## src/rtl/rv32i_pkg.sv

```systemverilog
// Shared RV32I constants: major opcodes, funct7 values and ALU control codes.
// The control codes are the contract between the dispatch stage and the ALU;
// change them in one place only.
package rv32i_pkg;

    // Major opcodes handled by the integer dispatch stage
    localparam logic [6:0] OPC_OP     = 7'b0110011;
    localparam logic [6:0] OPC_OP_IMM = 7'b0010011;
    localparam logic [6:0] OPC_LUI    = 7'b0110111;
    localparam logic [6:0] OPC_AUIPC  = 7'b0010111;

    // funct7 values: base encoding and the SUB/SRA alternate
    localparam logic [6:0] F7_BASE = 7'b0000000;
    localparam logic [6:0] F7_ALT  = 7'b0100000;

    // ALU control codes
    localparam logic [3:0] ALU_ADD  = 4'b0000;
    localparam logic [3:0] ALU_SLT  = 4'b0001;
    localparam logic [3:0] ALU_SLTU = 4'b0010;
    localparam logic [3:0] ALU_XOR  = 4'b0011;
    localparam logic [3:0] ALU_OR   = 4'b0100;
    localparam logic [3:0] ALU_AND  = 4'b0111;
    localparam logic [3:0] ALU_SLL  = 4'b1000;
    localparam logic [3:0] ALU_SRL  = 4'b1001;
    localparam logic [3:0] ALU_SRA  = 4'b1010;
    localparam logic [3:0] ALU_SUB  = 4'b1011;

    // Zero-extend a 5-bit shift amount to a full operand
    function automatic logic [31:0] shamt_operand(input logic [4:0] amt);
        return {27'b0, amt};
    endfunction

endpackage

```

## src/rtl/alu_decode.sv

```systemverilog
// Combinational RV32I decoder for OP, OP-IMM, LUI and AUIPC into ALU operands.
// Ports: instr/pc/rs1/rs2 in; a, b, ctrl, rd, rd_we, illegal out.
// Undecodable words produce illegal=1 with a zero operand pair and ADD control.
module alu_decode
    import rv32i_pkg::*;
(
    input  logic [31:0] instr,
    input  logic [31:0] pc,
    input  logic [31:0] rs1,
    input  logic [31:0] rs2,
    output logic [31:0] a,
    output logic [31:0] b,
    output logic [3:0]  ctrl,
    output logic [4:0]  rd,
    output logic        rd_we,
    output logic        illegal
);

    logic [6:0]  opcode;
    logic [2:0]  funct3;
    logic [6:0]  funct7;
    logic [31:0] imm_i;
    logic [31:0] imm_u;

    logic [31:0] dec_a;
    logic [31:0] dec_b;
    logic [3:0]  dec_ctrl;
    logic        legal;

    assign opcode = instr[6:0];
    assign funct3 = instr[14:12];
    assign funct7 = instr[31:25];
    assign imm_i  = {{20{instr[31]}}, instr[31:20]};
    assign imm_u  = {instr[31:12], 12'b0};

    always_comb begin
        dec_a    = '0;
        dec_b    = '0;
        dec_ctrl = ALU_ADD;
        legal    = 1'b0;

        unique case (opcode)
            OPC_OP: begin
                dec_a = rs1;
                dec_b = rs2;
                // Only base funct7 is legal, except the alternate on ADD/SRL slots
                legal = (funct7 == F7_BASE);
                unique case (funct3)
                    3'b000: begin
                        dec_ctrl = (funct7 == F7_ALT) ? ALU_SUB : ALU_ADD;
                        legal    = (funct7 == F7_BASE) || (funct7 == F7_ALT);
                    end
                    3'b001: begin
                        dec_ctrl = ALU_SLL;
                        dec_b    = shamt_operand(rs2[4:0]);
                    end
                    3'b010: dec_ctrl = ALU_SLT;
                    3'b011: dec_ctrl = ALU_SLTU;
                    3'b100: dec_ctrl = ALU_XOR;
                    3'b101: begin
                        dec_ctrl = (funct7 == F7_ALT) ? ALU_SRA : ALU_SRL;
                        dec_b    = shamt_operand(rs2[4:0]);
                        legal    = (funct7 == F7_BASE) || (funct7 == F7_ALT);
                    end
                    3'b110: dec_ctrl = ALU_OR;
                    3'b111: dec_ctrl = ALU_AND;
                    default: legal = 1'b0;
                endcase
            end
            OPC_OP_IMM: begin
                dec_a = rs1;
                dec_b = imm_i;
                legal = 1'b1;
                unique case (funct3)
                    3'b000: dec_ctrl = ALU_ADD;
                    3'b001: begin
                        dec_ctrl = ALU_SLL;
                        dec_b    = shamt_operand(instr[24:20]);
                        legal    = (funct7 == F7_BASE);
                    end
                    3'b010: dec_ctrl = ALU_SLT;
                    3'b011: dec_ctrl = ALU_SLTU;
                    3'b100: dec_ctrl = ALU_XOR;
                    3'b101: begin
                        dec_ctrl = (funct7 == F7_ALT) ? ALU_SRA : ALU_SRL;
                        dec_b    = shamt_operand(instr[24:20]);
                        legal    = (funct7 == F7_BASE) || (funct7 == F7_ALT);
                    end
                    3'b110: dec_ctrl = ALU_OR;
                    3'b111: dec_ctrl = ALU_AND;
                    default: legal = 1'b0;
                endcase
            end
            OPC_LUI: begin
                dec_a    = '0;
                dec_b    = imm_u;
                dec_ctrl = ALU_ADD;
                legal    = 1'b1;
            end
            OPC_AUIPC: begin
                dec_a    = pc;
                dec_b    = imm_u;
                dec_ctrl = ALU_ADD;
                legal    = 1'b1;
            end
            default: legal = 1'b0;
        endcase
    end

    // Illegal words still travel downstream so the trap is taken in order,
    // but with a neutral payload that cannot write the register file.
    assign a       = legal ? dec_a    : '0;
    assign b       = legal ? dec_b    : '0;
    assign ctrl    = legal ? dec_ctrl : ALU_ADD;
    assign rd      = instr[11:7];
    assign rd_we   = legal && (instr[11:7] != 5'd0);
    assign illegal = !legal;

endmodule

```

## src/rtl/alu_dispatch.sv

```systemverilog
// Registered decode/dispatch stage in front of the ALU, 1-cycle latency.
// Ports: in_* valid/ready instruction side, out_* valid/ready ALU side, flush, issue_count.
// Single output register: accepts when empty or draining; flush blocks accept and clears out_valid.
module alu_dispatch
    import rv32i_pkg::*;
#(
    parameter int XLEN = 32
) (
    input  logic            clk,
    input  logic            rst,
    input  logic            in_valid,
    output logic            in_ready,
    input  logic [31:0]     in_instr,
    input  logic [XLEN-1:0] in_pc,
    input  logic [XLEN-1:0] in_rs1_data,
    input  logic [XLEN-1:0] in_rs2_data,
    input  logic            flush,
    output logic            out_valid,
    input  logic            out_ready,
    output logic [XLEN-1:0] out_a,
    output logic [XLEN-1:0] out_b,
    output logic [3:0]      out_ctrl,
    output logic [4:0]      out_rd,
    output logic            out_rd_we,
    output logic            out_illegal,
    output logic [31:0]     issue_count
);

    logic [31:0] dec_a;
    logic [31:0] dec_b;
    logic [3:0]  dec_ctrl;
    logic [4:0]  dec_rd;
    logic        dec_rd_we;
    logic        dec_illegal;

    logic        accept;
    logic        handshake;

    alu_decode u_decode (
        .instr   (in_instr),
        .pc      (in_pc),
        .rs1     (in_rs1_data),
        .rs2     (in_rs2_data),
        .a       (dec_a),
        .b       (dec_b),
        .ctrl    (dec_ctrl),
        .rd      (dec_rd),
        .rd_we   (dec_rd_we),
        .illegal (dec_illegal)
    );

    // out_ready reaches in_ready combinationally so a draining register refills
    // in the same edge; nothing else crosses from input to output.
    assign in_ready  = !flush && (!out_valid || out_ready);
    assign accept    = in_valid && in_ready;
    assign handshake = out_valid && out_ready;

    always_ff @(posedge clk or posedge rst) begin
        if (rst) begin
            out_valid <= 1'b0;
        end else if (accept) begin
            out_valid <= 1'b1;
        end else if (flush || handshake) begin
            out_valid <= 1'b0;
        end
    end

    // Payload only moves on accept, so it is stable through any stall
    always_ff @(posedge clk or posedge rst) begin
        if (rst) begin
            out_a       <= '0;
            out_b       <= '0;
            out_ctrl    <= ALU_ADD;
            out_rd      <= '0;
            out_rd_we   <= 1'b0;
            out_illegal <= 1'b0;
        end else if (accept) begin
            out_a       <= dec_a;
            out_b       <= dec_b;
            out_ctrl    <= dec_ctrl;
            out_rd      <= dec_rd;
            out_rd_we   <= dec_rd_we;
            out_illegal <= dec_illegal;
        end
    end

    // A handshake completing in a flush cycle still counts; wraps naturally
    always_ff @(posedge clk or posedge rst) begin
        if (rst) begin
            issue_count <= '0;
        end else if (handshake) begin
            issue_count <= issue_count + 32'd1;
        end
    end

endmodule

```

## config.mk

```make
export PLATFORM = sky130hd
export DESIGN_NAME = alu_dispatch
export DESIGN_NICKNAME = d
export VERILOG_FILES = /design/src/rtl/rv32i_pkg.sv /design/src/rtl/alu_decode.sv /design/src/rtl/alu_dispatch.sv
export SDC_FILE = /design/constraint.sdc
export NUM_CORES = 1
export LEC_CHECK = 0
export ABC_AREA = 1
export CAP_MARGIN = 0
export CORE_UTILIZATION = 25
export DETAILED_ROUTE_END_ITERATION = 10
export HOLD_SLACK_MARGIN = 0.05
export PLACE_DENSITY_LB_ADDON = 0.25
export SLEW_MARGIN = 20
export SYNTH_ARGS = -nofsm -noshare
export SYNTH_HDL_FRONTEND = slang
export SYNTH_HIERARCHICAL = 1
export SYNTH_SLANG_ARGS = --single-unit
```

## constraint.sdc

```tcl
create_clock -name clk -period 5.2 [get_ports clk]
set_input_delay 1.04 -clock clk [delete_from_list [all_inputs] [get_ports clk]]
set_output_delay 1.04 -clock clk [all_outputs]
set_load 0.01 [all_outputs]
```

# After elaboration in Yosys (flattened, before gate mapping)
# Cells that the tools add are included.
# op_classes
addsub,1
eq_ne,12
mux,17
reduce_logical,18
# ops
operator,n
$mux W32,4
$pmux W32 S3,1
$pmux W32 S2,1
$pmux W4 S8,2
$add A32 B1 Y32 const B,1
$eq A7 B6 Y1 const B,3
$eq A7 B5 Y1 const B,2
$eq A3 B3 Y1 const B,4
$mux W4,2
$pmux W4 S2,1
$reduce_or A2 Y1,4
$logic_not A7 Y1,1
$eq A3 B2 Y1 const B,2
$reduce_bool A5 Y1,1
$logic_and A1 B1 Y1,4
$eq A3 B1 Y1 const B,1
$logic_not A1 Y1,3
$logic_not A3 Y1,1
$logic_or A1 B1 Y1,3
$mux W1,3
$pmux W1 S3,1
$mux W2,1
$pmux W1 S2,1
$reduce_bool A2 Y1,1
# totals
regBits,108
out_inout_bits,109
elab_cells,56

# Logic depth before layout (Yosys ltp)
# Gate-level depths: netlist of run 1.
# depth
depth_word,5
ltp_mapped,13
mapped_depth_nobuf,12

# Cells and area by module
# The synthesis of run 1 kept the hierarchy.
# by_module_without_submodules
module,instances,cells_each,area_each_um2,seq_area_each_um2
alu_dispatch,1,554,4690.7,2702.6
alu_decode,1,460,1968.1,0.0

# Worst setup path after synthesis of run 1
# No wires, ideal clock.
# synth_timing
path_type,input-to-output
from,input port out_ready
to,output port in_ready
arrival_ns,1.573
required_time_ns,4.160
path_slack_ns,2.587
path_stages,3
path_buffers,1
cell_sequence,inv_1 a21oi_2 clkbuf_1
# synth_via
elab_chain_cells,2
# synth_lines
element,line_no,source
from (decl),alu_dispatch.sv:19,"input logic out_ready,"
$logic_or A1 B1 Y1,alu_dispatch.sv:54,assign in_ready = !flush && (!out_valid || out_ready);
$logic_and A1 B1 Y1,alu_dispatch.sv:54,
to (decl),alu_dispatch.sv:12,"output logic in_ready,"
# Every way passes these cells.

# Worst setup path in the final report of run 1
# layout_timing
from,input port in_instr[13]
to,register out_b[18]
# layout_via
elab_chain_cells,5
word_cells_on_any_way,12
classes_between,2 x eq/ne; 7 x mux; 3 x reduce/logical
# layout_lines
element,line_no,source
from (decl),alu_dispatch.sv:13,"input logic [31:0] in_instr,"
"$eq A3 B1 Y1, or another cell as far along","alu_decode.sv:48, alu_decode.sv:74",
$reduce_or A2 Y1 (no source line),-,
"$mux W32, or another cell as far along",alu_decode.sv:74,unique case (funct3)
$pmux W32 S3 or $pmux W1 S3 (tied branches),alu_decode.sv:42,unique case (opcode)
$mux W32 (*),alu_decode.sv:113,assign b = legal ? dec_b : '0;
net dec_b[18],alu_dispatch.sv:30,logic [31:0] dec_b;
to (signal assigned),alu_dispatch.sv:72,out_b <= '0;
to (signal assigned),alu_dispatch.sv:79,out_b <= dec_b;
to (decl),alu_dispatch.sv:21,"output logic [XLEN-1:0] out_b,"
# Mark *: on every way through the listed nets, which the timed path passes. The rest lies on a longest branch.
# A chain may end at the register's enable or synchronous reset.

==> reports/results.txt, run 1 <==
Port Buffer Count: 241
FMAX: 284.2 MHz
Post-route antenna net violation count: 0
Max FO, Critical Path: 29
Worst hold stages: 2
Synth-to-Final Area Change: 43.97%
Cells after synthesis: 1,014
Worst skew pair latency: 0.36 ns
Max Slew Vio Count: 0
Die area: 27,290 µm²
Mapped Nets: 1,148
Number of library cell types mapped by synthesis: 27
Max-cap violations: 0
Post-CTS setup repair buffer count: 0
Leading area contributor after synthesis: dfrtp_1
Max_slew headroom: 36.68%
Drt drc: 0
Setup repair after global routing missed its margin: no
Fill count: 2,835
R2R cell count: 6
Worst-Margin Slew: 0.9474 ns
Main synth FF type: dfrtp_1
Worst endpoint required time: 5.49 ns
Worst setup path class: in2reg
Num CTS Buffers: 9
Gr usage total: 17.44%
Non-Filler Instances: 1,560
Final WS setup: 1.681 ns
TritonRoute pass-1 iters: 4
Final worst path period share: 67.67%
Final WL: 22,980 µm
Vias: 6,857
Remaining Overflow, GRT: 0
CTS Sinks: 108
Tmin final: 3.519 ns
H-tree levels: 3
Pwr dens: 198.8 nW/µm²
Ports: 242
Die Y: 165.2 µm
Hold-fix buffers at CTS: 0
Largest net degree at the start of global routing: 77
Clock buffer depth: 2
CP Capture Type: flop
Post-Route Skew: 0.009940 ns
Die Wd: 165.2 µm
Syn_area_per_cell: 6.567 µm²
Seq/Total Area, Yosys: 40.59%
First-pass GRT wire length: 36,740 µm
DR vias/cell: 4.396
Place WS: 1.321 ns
Synth Register Bits: 108
Pleak: 4.487 nW
Antenna violations before repair: 1
EDFF count, synth: 0
Placed Cells: 1,543
RD Place Congestion: 0.8279
Root Driver: clkbuf_16
Top-area cell type share of the netlist area: 40.59%
Setup_tns: 0 ns
Ys Warns: 6
Final-stage net count: 1,353
Dominant cells by area after synthesis: dfrtp_1, nand2_1, nand3_1
DP HPWL: 16,750 µm
Core ar.: 26,060 µm²
CP arrival: 3.81 ns
Fraction of registers with async set/reset: 100.0%
Hold/Removal Path Class: reg2reg
Row cnt: 59
Critical Path Source Type: primary input
Vias in the first global route: 6,596
TritonCTS clock tree: built
Count of final setup violators: 0
Worst-case vdd ir drop: 0.1263 mV
Starting density of the core: 25.55%
WL per Instance: 14.73 µm
Reg clk slew, reported paths: 0.08 ns
Status: finished, final reports clean
Final Hold Viols: 0
PostCTS Resize Cnt: 0
Synth Cell Area: 6659 µm²
Layout cells sized above 1: 4.820%
Initial drt markers: 424
cells by family (layout without fill, tap and decap cells):
family | count (synthesis) | after routing | synth area share, %
DFF | 108 | 108 | 40.59
and+or+nand+nor | 658 | 658 | 41.79
adders and majority gates | 1 | 1 | 0.1879
buffers and inverters | 186 | 396 | 11.50
other | 0 | 1 | 0
AOI/OAI and AO/OA | 39 | 39 | 3.044
xor gates and xnor gates | 22 | 22 | 2.894
layer usage:
layer | up-vias | part of all wire, % | track usage [%]
met4 | 0 | 2.1 | 5.755
met1 | 3105 | 45 | 22.69
met5 | - | 0 | 0
li1 | 3516 | - | -
met3 | 26 | 7.3 | 4.346
met2 | 210 | 45 | 28.05
cell usage in the layout (no fill, tap or decap), types with 5 or more instances in the layout:
cell type / synthesis / routed
nand3b_1: 5 / 5
o21ai_0: 35 / 35
nor2_2: 15 / 15
clkdlybuf4s50_1: 0 / 240
nand4_1: 9 / 9
inv_2: 5 / 5
nor2_1: 146 / 146
buf_4: 5 / 9
dfrtp_1: 108 / 108
clkbuf_16: 0 / 9
inv_1: 124 / 123
xnor2_1: 9 / 9
xor2_1: 13 / 13
nand3_1: 136 / 136
nand2_1: 333 / 332
cells in the mapped netlist (all sizes together) (5+ instances only):
library cell,count
buf,35
clkbuf,22
dfrtp,108
inv,129
nand2,335
nand3,138
nand3b,5
nand4,9
nor2,164
o21ai,35
xnor2,9
xor2,13
cell type report:
class / count / area (µm²) / area share [%]
multi-input cells: 720 / 3207 / 33.45
clock buffers: 10 / 229.0 / 2.388
well taps: 335 / 419.2 / 4.372
inverters: 129 / 486.7 / 5.077
repair buffers: 251 / 2486 / 25.93
diodes: 1 / 2.502 / 0.02610
flip-flops and latches: 108 / 2703 / 28.19
clock inverters: 6 / 53.80 / 0.5612
state kept, by name (all words and copies together) (netlist names):
signal	flops
out_rd	5
out_b	32
out_ctrl	4
issue_count	32
out_a	32
out_valid	1
out_rd_we	1
out_illegal	1
power by group:
group | internal, mW | leakage [nW] | switching, mW | total, mW
Sequential | 0.864 | 1.47 | 0.0311 | 0.895
Clock | 0.336 | 0.136 | 0.355 | 0.691
Combinational | 0.164 | 2.88 | 0.157 | 0.320
Total | 1.36 | 4.49 | 0.542 | 1.91
critical path: stages:
cell             delay [ns]
clkdlybuf4s50_1        0.55
inv_2                  0.07
nand2_1                0.70
nand3_1                0.83
nand2_1                0.25
nor2_1                 0.07
nor2_2                 0.10
nand3_1                0.08
nand2_1                0.12
path summary, 6_finish.rpt:
kind | from | end | slack [ns]
max in group asynchronous | rst | out_a[22] | 3.14
max | in_instr[13] | out_b[18] | 1.68
min | out_b[4] | out_b[4] | 0.47
min reg2reg | out_b[4] | out_b[4] | 0.47
min in group asynchronous | rst | out_b[12] | 1.16
max reg2reg | out_valid | out_a[24] | 2.93
through the flow:
step / util (%) / hold WS, ns / area, µm² / power [mW]
floorplan: - / 0.5086 / 6659 / 1.034
global placement: 35.65 / 0.4537 / 9290 / 1.237
detailed placement: 35.69 / 0.4570 / 9301 / 1.237
CTS: 36.78 / 0.4777 / 9584 / 1.944
global route: 36.79 / 0.4966 / 9587 / 2.008
finish: 36.79 / 0.4711 / 9587 / 1.906
Power figures use the tool's default switching activity.
==> run 2: changes to the inputs <==
- clock period: 5.2 -> 3.1 ns (I/O delays scaled with it)
==> run 2 against run 1 <==
Die area did not move. Utilization rose by 0.42 points. Sequential cell count did not move. Power rose by 73%. Sequential power rose by 68%.
==> reports/results.txt, run 2 (synthesis gave the netlist of run 1 again) <==
CP Capture Type: output pin (was flop)
Clock buffer depth: 2 (unchanged)
Hold Path End: out_a[5] (was out_b[4])
Worst skew pair latency: 0.36 ns (about the same)
Largest net degree at the start of global routing: 109 (was 77)
Critical Path Source Type: primary input (unchanged)
Worst-case vdd ir drop: 0.2168 mV (was 0.1263 mV)
Num CTS Buffers: 9 (unchanged)
Placed Cells: 1,549 (was 1,543)
R2R cell count: 6 (unchanged)
Starting density of the core: 25.55% (unchanged)
Max Slew Vio Count: 0 (unchanged)
Final WS setup: 0.5053 ns (was 1.681 ns)
Final Core Density: 37.21% (was 36.79%)
Remaining Overflow, GRT: 0 (unchanged)
Setup_tns: 0 ns (unchanged)
Hold/Removal Path Class: reg2reg (unchanged)
Reg power frac: 45.5% (was 47.0%)
Reg clk slew, reported paths: 0.08 ns (about the same)
Hold-fix buffers at CTS: 0 (unchanged)
Row cnt: 59 (unchanged)
N_diodes: 0 (was 1)
Die Wd: 165.2 µm (unchanged)
Biggest regs: issue_count: 32 flops, out_a: 32 flops, out_b: 32 flops (unchanged)
Switch share: 27.80% (was 28.45%)
Non-Filler Instances: 1,565 (was 1,560)
Drt drc: 0 (unchanged)
Logic pwr share: 16.4% (was 16.8%)
Cell repeated most along the worst path: clkdlybuf4s50_1 (was nand2_1)
TritonRoute pass-1 iters: 6 (was 4)
R2r setup slk: 1.19 ns (was 2.93 ns)
Tot Pwr: 3.297 mW (was 1.906 mW)
Final Hold Viols: 0 (unchanged)
DP HPWL: 16,580 µm (was 16,750 µm)
Layout cells sized above 1: 5.366% (was 4.820%)
CP peak stage delay: 0.62 ns (was 0.83 ns)
Core ar.: 26,060 µm² (unchanged)
CTS Sinks: 108 (unchanged)
FMAX: 385.4 MHz
Worst-Margin Slew: 0.6532 ns (was 0.9474 ns)
Setup repair after global routing missed its margin: no (unchanged)
Ports: 242 (unchanged)
Post-route antenna net violation count: 0 (unchanged)
PostCTS Resize Cnt: 0 (unchanged)
Pwr dens: 340.0 nW/µm² (was 198.8 nW/µm²)
Synth-to-Final Area Change: 45.62% (was 43.97%)
Pleak: 4.545 nW (was 4.487 nW)
Final WL: 22,720 µm (was 22,980 µm)
Max FO, Critical Path: 2 (was 29)
Commonest non-fill, non-tap cell in the layout: nand2_1 (unchanged)
Initial drt markers: 340 (was 424)
Max_slew headroom: 56.45% (was 36.68%)
Status: finished, final reports clean (unchanged)
Max-cap violations: 0 (unchanged)
Die Y: 165.2 µm (unchanged)
Worst r2r dst: out_b[12] (was out_a[24])
Vias in the first global route: 6,583 (was 6,596)
Tmin final: 2.595 ns
Worst setup path class: in2out (was in2reg)
P_sw: 0.9165 mW (was 0.5424 mW)
First-pass GRT wire length: 35,890 µm (was 36,740 µm)
Count of final setup violators: 0 (unchanged)
Met3 Use GR: 4.945% (was 4.346%)
Final worst path period share: 83.70%
RD Place Congestion: 0.8216 (was 0.8279)
Most Used Layer, Global Route: met2 (unchanged)
Global Route met2 Usage: 27.31% (was 28.05%)
Met1 usage: 22.23% (was 22.69%)
FF-to-FF Start: out_valid (unchanged)
Commonest cells after routing, fill and taps aside: nand2_1, clkdlybuf4s50_1, nor2_1 (unchanged)
Final-stage net count: 1,359 (was 1,353)
Root Driver: clkbuf_16 (unchanged)
Slowest CP cell: clkdlybuf4s50_1 (was nand3_1)
DR vias/cell: 4.328 (was 4.396)
Port Buffer Count: 241 (unchanged)
Post-CTS setup repair buffer count: 0 (unchanged)
Antenna violations before repair: 0 (was 1)
Share of power burned in the clock network: 38.1% (was 36.2%)
H-tree levels: 3 (unchanged)
Worst endpoint required time: 2.48 ns (was 5.49 ns)
Worst min-delay path startpoint: out_a[5] (was out_b[4])
Post-Route Skew: 0.01506 ns (was 0.009940 ns)
Cells along the critical path: clkdlybuf4s50_1 > inv_1 > a21oi_4 > clkdlybuf4s50_1 (was clkdlybuf4s50_1 > inv_2 > nand2_1 > nand3_1 > nand2_1 > nor2_1 > nor2_2 > nand3_1 > nand2_1)
Die area: 27,290 µm² (unchanged)
Worst hold stages: 2 (unchanged)
CP arrival: 1.97 ns (was 3.81 ns)
Internal: 2.380 mW (was 1.364 mW)
Gr usage total: 17.12% (was 17.44%)
TritonCTS clock tree: built (unchanged)
WL per Instance: 14.52 µm (was 14.73 µm)
Vias: 6,774 (was 6,857)
Place WS: 0.2868 ns (was 1.321 ns)
## run 2: cell count changes in the layout (fill, tap and decap cells not counted)
| cell | change |
|---|---|
| buf_12 | +3 |
| buf_4 | +4 |
| buf_6 | -1 |
| bufinv_16 | +1 |
| clkbuf_1 | -1 |
| clkinv_4 | +1 |
| diode_2 | -1 |
| inv_4 | -1 |
| inv_6 | -2 |
| inv_8 | +2 |
## run 2: power groups by stage
stage	clock, mW	sequential (mW)	combinational, mW
6_report	1.26	1.50	0.542
5_1_grt	1.36	1.51	0.604
4_1_cts	1.32	1.50	0.552
3_5_place_dp	0	1.53	0.550
3_3_place_gp	0	1.53	0.551
2_1_floorplan	0	1.54	0.198
## run 2: metrics by stage
stage          cell area, µm²  hold slack (ns)
2_1_floorplan            6663           0.5086
3_3_place_gp             9382           0.4528
6_report                 9697           0.4715
4_1_cts                  9697           0.4768
5_1_grt                  9697           0.4957
3_5_place_dp             9382           0.4579
## run 2: final cells by class
| class | count | area (µm²) |
|---|---|---|
| well taps | 335 | 419.2 |
| inverters | 129 | 488.0 |
| clock inverters | 7 | 90.09 |
| flip-flops and latches | 108 | 2703 |
| repair buffers | 257 | 2565 |
| multi-input cells | 720 | 3207 |
| clock buffers | 9 | 225.2 |
| fillers | 2813 | 16360 |
## run 2: critical path: cells and delay by family
kind,cells,cell delay [ns]
AOI/OAI and AO/OA,1,0.15
buffers and inverters,3,1.20
## run 2: per-layer routing
metal	part of all wire [%]	vias up	routed length (µm)
met1	45	3031	10220
li1	-	3522	-
met2	46	204	10410
met4	1.4	0	309
met5	0	-	0
met3	7.8	17	1775
## run 2: worst max path at each step
stage,startpoint,end
after global placement,in_instr[0],out_b[20]
after CTS,out_ready,in_ready
after floorplan,rst,issue_count[0]
final,out_ready,in_ready
after detailed placement,in_instr[0],out_b[20]
after global routing,out_ready,in_ready
